--- src/rtl/game_ctrl_if.sv ---
// Signal bundle between the frogger top level and game_ctrl: per-frame tick,
// d-pad, collision/crossing flags in; game state, lives, score and audio pulses out.
interface game_ctrl_if;
  logic        frame_tick;
  logic [3:0]  dpad_input;
  logic        collision;
  logic        reached_end;
  logic [1:0]  state;
  logic        frog_reset;
  logic [2:0]  lives;
  logic [7:0]  score;
  logic        win_pulse;
  logic        lose_pulse;
  logic [10:0] time_left;

  modport master (
    output frame_tick, dpad_input, collision, reached_end,
    input  state, frog_reset, lives, score, win_pulse, lose_pulse, time_left
  );

  modport slave (
    input  frame_tick, dpad_input, collision, reached_end,
    output state, frog_reset, lives, score, win_pulse, lose_pulse, time_left
  );
endinterface

--- src/rtl/game_ctrl.sv ---
// Frogger game-flow FSM (IDLE/PLAY/DYING/OVER) with lives, score and win/lose pulses.
// Optional per-crossing round timer enabled by macro GAME_CTRL_ROUND_TIMER_EN.
module game_ctrl #(
  parameter int START_LIVES       = 3,
  parameter int DEATH_FRAMES      = 60,
  parameter int TIME_LIMIT_FRAMES = 1800
) (
  input  logic      clk,
  input  logic      reset_n,
  game_ctrl_if.slave bus
);
  typedef enum logic [1:0] {
    S_IDLE  = 2'b00,
    S_PLAY  = 2'b01,
    S_DYING = 2'b10,
    S_OVER  = 2'b11
  } state_t;

  localparam int               CNT_W      = $clog2(DEATH_FRAMES + 1);
  localparam logic [2:0]       LIVES_INIT = 3'(START_LIVES);
  localparam logic [CNT_W-1:0] CNT_END    = CNT_W'(DEATH_FRAMES);
  localparam logic [10:0]      TIME_INIT  = 11'(TIME_LIMIT_FRAMES);

  state_t           r_state, w_state_nxt;
  logic [2:0]       r_lives, w_lives_nxt;
  logic [7:0]       r_score, w_score_nxt;
  logic             r_frog_reset, w_frog_nxt;
  logic             r_win_pulse, w_win_nxt;
  logic             r_lose_pulse, w_lose_nxt;
  logic [CNT_W-1:0] r_cnt, w_cnt_nxt, w_cnt_inc;
  logic [3:0]       r_dpad_prev;
  logic             w_start;
  logic             w_load_timer;
  logic             w_timeout;

  // Next-state, counters and output values for the game-flow FSM
  always_comb begin
    w_start      = |(bus.dpad_input & ~r_dpad_prev);
    w_cnt_inc    = r_cnt + CNT_W'(1);
    w_state_nxt  = r_state;
    w_lives_nxt  = r_lives;
    w_score_nxt  = r_score;
    w_frog_nxt   = r_frog_reset;
    w_win_nxt    = 1'b0;
    w_lose_nxt   = 1'b0;
    w_cnt_nxt    = r_cnt;
    w_load_timer = 1'b0;
    case (r_state)
      S_IDLE: begin
        w_frog_nxt = 1'b1;
        if (w_start) begin
          w_state_nxt  = S_PLAY;
          w_frog_nxt   = 1'b0;
          w_load_timer = 1'b1;
        end else begin
          w_state_nxt = S_IDLE;
        end
      end
      S_PLAY: begin
        w_frog_nxt = 1'b0;
        if (bus.collision || w_timeout) begin
          w_state_nxt = S_DYING;
          w_lives_nxt = (r_lives == 3'd0) ? 3'd0 : r_lives - 3'd1;
          w_lose_nxt  = 1'b1;
          w_frog_nxt  = 1'b1;
          w_cnt_nxt   = '0;
        end else if (bus.reached_end && !r_win_pulse) begin
          // A win pulse masks reached_end for one cycle so a lingering level scores once
          w_score_nxt  = (r_score == 8'd255) ? r_score : r_score + 8'd1;
          w_win_nxt    = 1'b1;
          w_frog_nxt   = 1'b1;
          w_load_timer = 1'b1;
        end else begin
          w_state_nxt = S_PLAY;
        end
      end
      S_DYING: begin
        w_frog_nxt = 1'b1;
        if (bus.frame_tick) begin
          w_cnt_nxt = w_cnt_inc;
          if (w_cnt_inc == CNT_END) begin
            if (r_lives == 3'd0) begin
              w_state_nxt = S_OVER;
            end else begin
              w_state_nxt  = S_PLAY;
              w_frog_nxt   = 1'b0;
              w_load_timer = 1'b1;
            end
          end else begin
            w_state_nxt = S_DYING;
          end
        end else begin
          w_state_nxt = S_DYING;
        end
      end
      S_OVER: begin
        w_frog_nxt = 1'b1;
        if (w_start) begin
          w_state_nxt = S_IDLE;
          w_lives_nxt = LIVES_INIT;
          w_score_nxt = 8'd0;
        end else begin
          w_state_nxt = S_OVER;
        end
      end
      default: begin
        w_state_nxt = S_IDLE;
        w_frog_nxt  = 1'b1;
      end
    endcase
  end

  // State and output registers with synchronous reset
  always_ff @(posedge clk) begin
    if (!reset_n) begin
      r_state      <= S_IDLE;
      r_lives      <= LIVES_INIT;
      r_score      <= 8'd0;
      r_frog_reset <= 1'b1;
      r_win_pulse  <= 1'b0;
      r_lose_pulse <= 1'b0;
      r_cnt        <= '0;
      r_dpad_prev  <= 4'b1111;
    end else begin
      r_state      <= w_state_nxt;
      r_lives      <= w_lives_nxt;
      r_score      <= w_score_nxt;
      r_frog_reset <= w_frog_nxt;
      r_win_pulse  <= w_win_nxt;
      r_lose_pulse <= w_lose_nxt;
      r_cnt        <= w_cnt_nxt;
      r_dpad_prev  <= bus.dpad_input;
    end
  end

`ifdef GAME_CTRL_ROUND_TIMER_EN
  logic [10:0] r_time_left, w_time_nxt;

  // Round timer: reload on PLAY entry or win, count frames down while playing
  always_comb begin
    w_timeout  = (r_state == S_PLAY) && bus.frame_tick && (r_time_left == 11'd1);
    w_time_nxt = r_time_left;
    if (w_load_timer) begin
      w_time_nxt = TIME_INIT;
    end else if ((r_state == S_PLAY) && bus.frame_tick && (r_time_left != 11'd0)) begin
      w_time_nxt = r_time_left - 11'd1;
    end else begin
      w_time_nxt = r_time_left;
    end
  end

  // Round timer register
  always_ff @(posedge clk) begin
    if (!reset_n) begin
      r_time_left <= 11'd0;
    end else begin
      r_time_left <= w_time_nxt;
    end
  end

  assign bus.time_left = r_time_left;
`else
  logic w_unused;
  assign w_unused      = ^{w_load_timer, TIME_INIT};
  assign w_timeout     = 1'b0;
  assign bus.time_left = 11'd0;
`endif

  assign bus.state      = r_state;
  assign bus.frog_reset = r_frog_reset;
  assign bus.lives      = r_lives;
  assign bus.score      = r_score;
  assign bus.win_pulse  = r_win_pulse;
  assign bus.lose_pulse = r_lose_pulse;
endmodule

--- src/flat_wrapper.sv ---
// flat-port wrapper written by rule: the top's interface ports become plain ports
module game_ctrl_flat 
#(
  parameter int START_LIVES       = 3,
  parameter int DEATH_FRAMES      = 60,
  parameter int TIME_LIMIT_FRAMES = 1800
)
  (clk, reset_n, bus_frame_tick, bus_dpad_input, bus_collision, bus_reached_end, bus_state, bus_frog_reset, bus_lives, bus_score, bus_win_pulse, bus_lose_pulse, bus_time_left);
  game_ctrl_if bus_i ();
  input  logic clk;
  input  logic reset_n;
  input wire logic [$bits(bus_i.frame_tick)-1:0] bus_frame_tick;
  input wire logic [$bits(bus_i.dpad_input)-1:0] bus_dpad_input;
  input wire logic [$bits(bus_i.collision)-1:0] bus_collision;
  input wire logic [$bits(bus_i.reached_end)-1:0] bus_reached_end;
  output wire logic [$bits(bus_i.state)-1:0] bus_state;
  output wire logic [$bits(bus_i.frog_reset)-1:0] bus_frog_reset;
  output wire logic [$bits(bus_i.lives)-1:0] bus_lives;
  output wire logic [$bits(bus_i.score)-1:0] bus_score;
  output wire logic [$bits(bus_i.win_pulse)-1:0] bus_win_pulse;
  output wire logic [$bits(bus_i.lose_pulse)-1:0] bus_lose_pulse;
  output wire logic [$bits(bus_i.time_left)-1:0] bus_time_left;
  assign bus_i.frame_tick = bus_frame_tick;
  assign bus_i.dpad_input = bus_dpad_input;
  assign bus_i.collision = bus_collision;
  assign bus_i.reached_end = bus_reached_end;
  assign bus_state = bus_i.state;
  assign bus_frog_reset = bus_i.frog_reset;
  assign bus_lives = bus_i.lives;
  assign bus_score = bus_i.score;
  assign bus_win_pulse = bus_i.win_pulse;
  assign bus_lose_pulse = bus_i.lose_pulse;
  assign bus_time_left = bus_i.time_left;
  game_ctrl #(.START_LIVES(START_LIVES), .DEATH_FRAMES(DEATH_FRAMES), .TIME_LIMIT_FRAMES(TIME_LIMIT_FRAMES)) u_core (.clk(clk), .reset_n(reset_n), .bus(bus_i));
endmodule
--- config.mk ---
export PLATFORM = sky130hd
export DESIGN_NAME = game_ctrl_flat
export DESIGN_NICKNAME = d
export VERILOG_FILES = /design/src/rtl/game_ctrl_if.sv /design/src/rtl/game_ctrl.sv /design/src/flat_wrapper.sv
export SDC_FILE = /design/constraint.sdc
export NUM_CORES = 1
export LEC_CHECK = 0
export CAP_MARGIN = 5
export CORE_MARGIN = 3
export CORE_UTILIZATION = 53
export DETAILED_ROUTE_END_ITERATION = 16
export HOLD_SLACK_MARGIN = 0.1
export MAX_ROUTING_LAYER = met4
export PLACE_DENSITY = 0.84
export SETUP_SLACK_MARGIN = 0.4
export SYNTH_ARGS = -nofsm -noshare
export SYNTH_HDL_FRONTEND = slang
export SYNTH_SLANG_ARGS = --single-unit
--- constraint.sdc ---
create_clock -name clk -period 2.7 [get_ports clk]
set_clock_uncertainty 0.15 [all_clocks]
set_input_delay 0.54 -clock clk [delete_from_list [all_inputs] [get_ports clk]]
set_output_delay 0.54 -clock clk [all_outputs]
set_load 0.02 [all_outputs]
==> results of run 1 <==
==> power by group <==
part	leakage [nW]	switching [W]	internal, W
Sequential	0.212	0.0000142	0.000397
Combinational	0.406	0.0000723	0.0000544
Clock	0.0138	0.000110	0.0000523
Total	0.632	0.000196	0.000504
==> Yosys cell counts (2+ instances only) <==
cell type  count  area [sq um]
mux2i_1        8          80.1
nor2_1        11          41.3
a211oi_1       3          22.5
ha_1           3          37.5
o311a_1        2          20.0
o21ai_0        7          35.0
nor2b_1        5          31.3
nand3b_1       6          45.0
buf_4         13          97.6
or3b_1         2          17.5
a21oi_1       11          55.1
inv_1          2          7.51
nand3_1       14          70.1
and3_1         3          18.8
and2_1         2          12.5
clkbuf_1       4          15.0
nand2_1        9          33.8
nor4_1         2          12.5
dfxtp_1       26           521
nand2b_1       5          31.3
nor3_1         2          10.0
==> final cells by class <==
cell class,instances,area [sq um]
multi-input cells,128,860
fillers,207,856
flip-flops and latches,26,522
repair buffers,27,263
well taps,30,37.5
clock buffers,3,22.5
inverters,2,7.51
==> per-layer routing <==
metal  track usage (%)  vias up  wire, um
met1              21.5      556      1280
met3              3.73        5       152
met2              30.6       30      1390
li1                  -      610         -
met5                 -        -         0
met4              6.80        0        45
==> kinds of logic after synthesis <==
| kind of cell | synth area share [%] |
|---|---|
| AOI/OAI and AO/OA | 17.6 |
| xor gates and xnor gates | 1.18 |
| adders and majority gates | 2.54 |
| buffers and inverters | 9.22 |
| DFF | 35.2 |
| muxes | 5.41 |
| other | 0.254 |
| and+or+nand+nor | 28.6 |
==> path summary, 6_finish.rpt <==
path | to | slack (ns) | depth (start not counted)
setup / recovery | bus_state[0] | 0.57 | 1
hold / removal | u_core.bus.lives[2] | 0.35 | 1
setup reg to reg | u_core.bus.score[6] | 0.90 | 6
hold reg to reg | u_core.bus.lives[2] | 0.35 | 1
==> state kept, by name (all words and copies together), names as in the netlist <==
name and count:
u_core.bus.score 8, u_core.r_cnt 6, u_core.r_dpad_prev 4, u_core.bus.lives 3, u_core.bus.state 2, u_core.bus.frog_reset 1, u_core.bus.lose_pulse 1, u_core.bus.win_pulse 1
==> metrics by stage <==
| stage | power (W) | hold slack (ns) |
|---|---|---|
| 4_1_cts | 0.000705 | 0.351 |
| 3_5_place_dp | 0.000546 | 0.329 |
| 5_1_grt | 0.000738 | 0.377 |
| 6_report | 0.000700 | 0.349 |
| 3_3_place_gp | 0.000541 | 0.325 |
| 2_1_floorplan | 0.000515 | 0.303 |
==> repair_timing <==
action	CTS	global route
resized for setup	0	1
endpoints found under the setup margin	0	1
endpoints found under the hold margin	0	0
==> summary.txt, run 1 <==
Drt
  – Final ANT Viol Nets: 0
  – Initial detailed-routing violation count: 47
  – Via-to-Cell Ratio: 5.56
  – Routed wire length: 2870 um
  – Drt first pass iters: 4
  – Vias: 1201
  – Drt wl/cell: 13.3 um
  – Drc violations: 0

Cells and area
  – Area delta synth->final: 15.7%
  – Commonest non-fill, non-tap cell in the layout: dfxtp_1
  – Final Non-Filler Cells: 216
  – Fin area: 1710 sq um
  – Fin util: 66.7%
  – Most frequent cells in the layout: dfxtp_1 (25), clkdlybuf4s50_1 (24), nand3_1 (14)
  – Share of layout cells above drive strength 1: 8.06%
  – NumNets Final: 200
  – Ant. Diodes: 0

Critical path
  – RR Startpoint: u_core.bus.state[1]
  – Worst path bufs/invs: 1
  – CP Data Required Time: 2.01 ns
  – CP startpoint: u_core.bus.state[0]
  – Kind of cell adding the most delay to the critical path: buffers and inverters
  – Startpoint types: flop
  – CP Data Arrival Time: 1.44 ns
  – Max incr delay on CP: 0.65 ns
  – Crit path cell chain: clkdlybuf4s50_1
  – Worst setup EP type: primary output
  – CP Max Fanout: 13
  – Setup CP Type: reg -> out
  – Crit-path slowest cell: clkdlybuf4s50_1

Clock network
  – Root Driver: clkbuf_4
  – Cts hold-fix bufs: 0
  – Max clock buf depth: 2
  – Worst-path clk slew: 0.13 ns
  – Clock latency on the worst-skew pair: 0.32 ns
  – Clock sink total: 26
  – CTS tree: done
  – Num CTS Buffers: 3
  – Setup Fix Bufs, Post-CTS: 0
  – H-Tree Depth: 1

Synth
  – Register area share after synthesis: 35.2%
  – Yosys reg bits: 26
  – Yosys cell types: 46
  – Number of flops mapped to enable cells by yosys: 0
  – YS warnings: 0
  – Mapped Area: 1480 sq um
  – Avg Inst Size Synth: 8.96 sq um
  – Async SR Flop Fraction: 0%
  – Main synth FF type: dfxtp_1
  – Mapped Cells: 165

Worst hold path
  – Hold Startpoint: u_core.bus.lives[2]
  – Min-Delay Path Class: reg -> reg

Floorplanning
  – Die ar.: 3460 sq um
  – Core area: 2570 sq um
  – Initial Utilization: 57.6%
  – Die Width: 58.8 um
  – Top Ports: 36
  – Die Span Y: 58.8 um
  – Std cell rows: 18

Power and ir drop
  – Lkg Pwr: 0.632 nW
  – Worst vdd ir: 298 uV
  – Pwr dens: 409 nW/um^2

Global routing
  – Vias in the first global route: 1084
  – GR Util All Layers: 18.3%
  – Global-route wire length before repair: 4740 um
  – Largest net degree at the start of global routing: 22
  – Antenna violations before repair: 0
  – Total gr overflow: 0

Timing
  – Measured slew at the worst slew-check pin: 0.512 ns
  – # setup viols final: 0
  – Final Max Slew Viols: 0
  – Fmax: 0.469 GHz
  – Post-layout min period: 2.13 ns
  – Post-route setup slack: 0.567 ns
  – Crit share post-route: 79.0%
  – Slew headroom: 65.6%
  – Endpoints failing hold: 0
  – Unrepaired setup endpoints after global routing: no
  – Setup_tns: 0 ns

Place
  – Pre-CTS WS: 0.354 ns
  – Buffers on Ports: 24
  – RD Place Congestion: 0.816
  – Detailed placement HPWL: 2210 um
  – Inst Count DP: 213
  – Placed inst area: 1690 sq um

Flow run
  – Max cap viols: 0

Run status
  – Outcome: finished, final reports clean
No activity file was read; power rests on OpenSTA's default activity.
==> inputs of run 2 (changes only) <==
--- a/config.mk
+++ b/config.mk
@@ -7,11 +7,11 @@
 export LEC_CHECK = 0
 export CAP_MARGIN = 5
 export CORE_MARGIN = 3
-export CORE_UTILIZATION = 53
+export CORE_UTILIZATION = 44
 export DETAILED_ROUTE_END_ITERATION = 16
 export HOLD_SLACK_MARGIN = 0.1
 export MAX_ROUTING_LAYER = met4
-export PLACE_DENSITY = 0.84
+export PLACE_DENSITY = 0.74
 export SETUP_SLACK_MARGIN = 0.4
 export SYNTH_ARGS = -nofsm -noshare
 export SYNTH_HDL_FRONTEND = slang
==> constraint.sdc (replaced) <==
create_clock -name clk -period 1.88 [get_ports clk]
set_clock_uncertainty 0.15 [all_clocks]
set_input_delay 0.376 -clock clk [delete_from_list [all_inputs] [get_ports clk]]
set_output_delay 0.376 -clock clk [all_outputs]
set_load 0.02 [all_outputs]
==> summary.txt, run 2 (same netlist as run 1, synthesis figures left out) <==
Run status
  – Outcome: finished, violations left
  – Failing checks: design-rule violations

Clock network
  – Worst-path clk slew: 0.15 ns
  – CTS tree: done
  – H-Tree Depth: 1
  – Root Driver: clkbuf_4
  – Max clock buf depth: 2
  – Clock sink total: 26
  – Clock latency on the worst-skew pair: 0.34 ns
  – Num CTS Buffers: 3

Timing
  – WHS: 0.205 ns
  – Fmax: 0.585 GHz
  – Final Max Slew Viols: 0
  – Crit share post-route: 91.0%
  – Post-layout min period: 1.71 ns
  – Unrepaired setup endpoints after global routing: yes
  – Endpoints failing hold: 0
  – # setup viols final: 0

Place
  – Placed inst area: 1830 sq um
  – RD Place Congestion: 0.838
  – Buffers on Ports: 24
  – Detailed placement HPWL: 2380 um

Worst hold path
  – Hold Startpoint: bus_dpad_input[0]
  – Min-Delay Path Class: in -> reg
  – Hold Path Depth: 2
  – Hold EP: u_core.r_dpad_prev[0]

Floorplanning
  – Std cell rows: 20
  – Core area: 3130 sq um
  – Die Span Y: 64.0 um
  – Die Width: 64.0 um
  – Top Ports: 36
  – Initial Utilization: 47.3%
  – Die ar.: 4090 sq um

Cells and area
  – Share of layout cells above drive strength 1: 46.7%
  – Area taken by multi-input logic gates: 1020 sq um
  – Max reg flops: 8
  – NumNets Final: 225
  – FILL cells: 236
  – Commonest non-fill, non-tap cell in the layout: buf_4
  – Ant. Diodes: 0
  – Register area: 552 sq um
  – Area delta synth->final: 45.2%
  – Fin area: 2150 sq um
  – Most frequent cells in the layout: buf_4 (22), dfxtp_2 (13), nand3_1 (12)

Global routing
  – Antenna violations before repair: 0
  – Global-route wire length before repair: 6470 um
  – GR Util All Layers: 20.3%
  – Largest net degree at the start of global routing: 21
  – Vias in the first global route: 1393
  – Total gr overflow: 0

Power and ir drop
  – Sequential share of power: 48.1%
  – Combinational share of power: 19.9%
  – Pwr dens: 571 nW/um^2
  – Lkg Pwr: 0.889 nW
  – Worst vdd ir: 348 uV
  – Clock Power Share: 32.0%
  – Internal power: 0.000900 W
  – Psw: 0.000326 W
  – Sw Ratio: 26.6%

Drt
  – Final ANT Viol Nets: 0
  – Via-to-Cell Ratio: 5.21
  – Vias: 1335
  – Drt wl/cell: 14.9 um
  – Routed wire length: 3820 um
  – Initial detailed-routing violation count: 51
  – Drc violations: 2
  – Drt first pass iters: 10

Critical path
  – FF-to-FF path depth: 6
  – Worst path bufs/invs: 3
  – Reg2reg setup slack: 0.18 ns
  – Startpoint types: primary input
  – CP Max Fanout: 8
  – Setup CP Type: in -> reg
  – R2R Path End: u_core.bus.score[2]
  – Kind of cell adding the most delay to the critical path: buffers and inverters
  – Max incr delay on CP: 0.37 ns
  – CP Data Required Time: 1.99 ns
  – CP Data Arrival Time: 1.82 ns
  – Worst setup EP type: flop
  – RR Startpoint: u_core.r_dpad_prev[2]
  – Crit-path slowest cell: o41ai_4
  – Crit path cell chain: dlygate4sd2_1 -> nor2b_4 -> o41ai_4 -> bufbuf_16 -> buf_6 -> nand3_1 -> mux2i_1

Flow run
  – Max cap viols: 0
run 2: cell types whose count changed in the layout (fill, tap and decap cells not counted), moves of 7 or more:
cell / delta
dfxtp_1: -16
buf_4: +19
buf_2: +10
dlygate4sd2_1: +7
dfxtp_2: +12
clkdlybuf4s50_1: -22
run 2: area by class of cell:
type                            count  area share [%]
Clock buffer                        3            1.05
Clock inverter                      1            1.40
Inverter                            2           0.350
Multi-Input combinational cell    128            47.6
Sequential cell                    26            25.7
Tap cell                           44            2.56
Timing Repair Buffer               52            21.4
run 2: how the worst max path moves through the flow:
stage / from / to / slack (ns) / cells after the start
6_report: bus_dpad_input[2] / u_core.bus.score[2] / 0.17 / 7
5_1_grt: u_core.bus.state[0] / u_core.bus.score[6] / 0.10 / 6
4_1_cts: u_core.bus.state[1] / u_core.bus.score[6] / 0.20 / 6
3_5_place_dp: bus_collision / u_core.bus.score[6] / -0.29 / 5
3_3_place_gp: bus_collision / u_core.bus.score[6] / -0.22 / 5
2_1_floorplan: bus_dpad_input[0] / u_core.bus.lives[2] / 0.28 / 5
run 2: power groups by stage:
stage / Sequential, W / Clock, W / Combinational [W]
after global routing: 0.000594 / 0.000432 / 0.000261
after global placement: 0.000606 / 0 / 0.000200
after detailed placement: 0.000606 / 0 / 0.000205
after floorplan: 0.000615 / 0 / 0.000133
final: 0.000589 / 0.000393 / 0.000245
after CTS: 0.000589 / 0.000403 / 0.000228
run 2: metal layers:
layer | GRT usage [%] | wire length (um) | vias up
met5 | - | 0 | -
met4 | 7.28 | 99 | 0
met3 | 3.16 | 157 | 12
met2 | 35.9 | 1950 | 39
met1 | 23.2 | 1610 | 621
li1 | - | - | 663
run 2: worst reg2reg max path: cells and delay by family (launching register included):
kind / cells / cell delay (ns)
and+or+nand+nor: 2 / 0.14
buffers and inverters: 2 / 0.42
AOI/OAI and AO/OA: 1 / 0.37
muxes: 1 / 0.18
DFF: 1 / 0.37
run 2: what timing repair did:
item / 4_1_cts / 5_1_grt
endpoints found under the setup margin: 35 / 27
hold buffers: 0 / 0
hold endpoints to repair: 0 / 0
gates cloned: 1 / 0
resized for setup: 95 / 26
buffers inserted: 10 / 3
pin swaps: 6 / 7
run 2: through the flow:
stage	setup slack (ns)	std cells	utilization (%)	TNS [ns]	power, W
2_1_floorplan	0.279	175	-	0	0.000748
3_3_place_gp	-0.216	238	58.4	-1.97	0.000806
3_5_place_dp	-0.288	238	58.4	-2.62	0.000812
4_1_cts	0.203	253	65.8	0	0.00122
5_1_grt	0.100	256	68.6	0	0.00129
6_report	0.169	256	68.6	0	0.00123
==> inputs of run 3 (changes only) <==
--- a/config.mk
+++ b/config.mk
@@ -7,11 +7,11 @@
 export LEC_CHECK = 0
 export CAP_MARGIN = 5
 export CORE_MARGIN = 3
-export CORE_UTILIZATION = 44
+export CORE_UTILIZATION = 40
 export DETAILED_ROUTE_END_ITERATION = 16
 export HOLD_SLACK_MARGIN = 0.1
 export MAX_ROUTING_LAYER = met4
-export PLACE_DENSITY = 0.74
+export PLACE_DENSITY = 0.68
 export SETUP_SLACK_MARGIN = 0.4
 export SYNTH_ARGS = -nofsm -noshare
 export SYNTH_HDL_FRONTEND = slang
==> summary.txt, run 3 (same netlist as run 1, synthesis figures left out) <==
Run status
  – Outcome: finished, final reports clean

Timing
  – Post-layout min period: 1.64 ns
  – Unrepaired setup endpoints after global routing: yes
  – Post-route setup slack: 0.240 ns
  – Crit share post-route: 87.2%
  – Measured slew at the worst slew-check pin: 0.503 ns
  – Endpoints failing hold: 0
  – Setup_tns: 0 ns
  – # setup viols final: 0
  – Slew headroom: 66.2%
  – Fmax: 0.610 GHz
  – Final Max Slew Viols: 0

Drt
  – Drt wl/cell: 16.5 um
  – Drc violations: 0
  – Final ANT Viol Nets: 0
  – Via-to-Cell Ratio: 5.58
  – Initial detailed-routing violation count: 99
  – Drt first pass iters: 4
  – Vias: 1528
  – Routed wire length: 4510 um

Cells and area
  – Ant. Diodes: 0
  – Final Non-Filler Cells: 274
  – Share of layout cells above drive strength 1: 56.6%
  – Most frequent cells in the layout: buf_4 (33), conb_1 (11), buf_6 (10)
  – Commonest non-fill, non-tap cell in the layout: buf_4
  – Area delta synth->final: 63.3%
  – NumNets Final: 241
  – Max reg flops: 8

Place
  – Inst Count DP: 242
  – Detailed placement HPWL: 2260 um
  – Pre-CTS WS: -0.268 ns
  – RD Place Congestion: 0.835
  – Buffers on Ports: 24

Floorplanning
  – Std cell rows: 21
  – Initial Utilization: 43.0%
  – Core area: 3440 sq um
  – Die ar.: 4460 sq um
  – Die Span Y: 66.8 um
  – Top Ports: 36
  – Die Width: 66.8 um

Clock network
  – Num CTS Buffers: 3
  – Root Driver: clkbuf_8
  – Clock latency on the worst-skew pair: 0.27 ns
  – Max clock buf depth: 2
  – H-Tree Depth: 1
  – CTS tree: done
  – Clock sink total: 26
  – Worst-path clk slew: 0.09 ns

Power and ir drop
  – Lkg Pwr: 0.975 nW
  – Worst vdd ir: 270 uV
  – Pwr dens: 515 nW/um^2
  – Pwr Total: 0.00124 W

Critical path
  – Crit-path slowest cell: o211ai_4
  – Setup CP Type: reg -> reg
  – Max incr delay on CP: 0.40 ns
  – CP Max Fanout: 7
  – CP Data Required Time: 1.94 ns
  – Startpoint types: flop
  – Crit path cell chain: nand4_1 -> o211ai_4 -> buf_6 -> and3_4 -> o21a_1
  – Worst setup EP type: flop
  – CP Data Arrival Time: 1.70 ns

Global routing
  – Global-route wire length before repair: 6760 um
  – Antenna violations before repair: 0
  – GR Util All Layers: 20.4%
  – Vias in the first global route: 1423
  – Total gr overflow: 0
  – Largest net degree at the start of global routing: 21

Flow run
  – Max cap viols: 0

Worst hold path
  – Min-Delay Path Class: in -> reg
[run 3: what timing repair did]
action                     in CTS  in global routing
resized for setup             107                 51
gates cloned                    2                  0
hold buffers                    0                  0
pin swaps                      15                 17
setup endpoints to repair      35                 28
buffers inserted               14                 12
[run 3: critical path: cells and delay by family (launching register included)]
family | cells | cell delay (ns)
AND/OR/NAND/NOR | 2 | 0.37
flip-flops | 1 | 0.37
AO/OA/AOI/OAI | 2 | 0.52
buffers and inverters | 1 | 0.16
[run 3: per-stage QoR]
stage | cell area, sq um | hold slack [ns] | util, %
3_5_place_dp | 1830 | 0.332 | 53.2
2_1_floorplan | 1550 | 0.303 | -
5_1_grt | 2410 | 0.151 | 70.2
3_3_place_gp | 1830 | 0.322 | 53.2
6_report | 2410 | 0.152 | 70.2
4_1_cts | 2210 | 0.148 | 64.2
[run 3: layout make-up]
cell class / count / area [sq um]
clock buffers: 4 / 55.1
repair buffers: 68 / 614
fillers: 233 / 1030
inverters: 2 / 7.51
flip-flops and latches: 26 / 566
multi-input cells: 128 / 1110
well taps: 46 / 57.6
[run 3: metal layers]
metal	global-route usage, %	share of wire (%)	vias up	wire [um]
met5	-	0	-	0
met4	11.2	4.5	0	204
met3	3.04	5.5	19	248
met2	34.4	50	72	2250
met1	23.0	40	744	1810
li1	-	-	693	-
[run 3: worst paths after layout]
kind                             from                    end  slack [ns]  cells past startpoint
setup / recovery  u_core.bus.score[5]    u_core.bus.score[0]        0.24                      5
hold / removal      bus_dpad_input[0]  u_core.r_dpad_prev[0]        0.15                      2
hold reg to reg   u_core.bus.lives[2]    u_core.bus.lives[2]        0.34                      1
setup reg to reg  u_core.bus.score[5]    u_core.bus.score[0]        0.24                      5
[run 3: power by group]
group / internal (W) / switching [W]
logic: 0.000137 / 0.000149
clock network: 0.000188 / 0.000182
registers: 0.000564 / 0.0000227
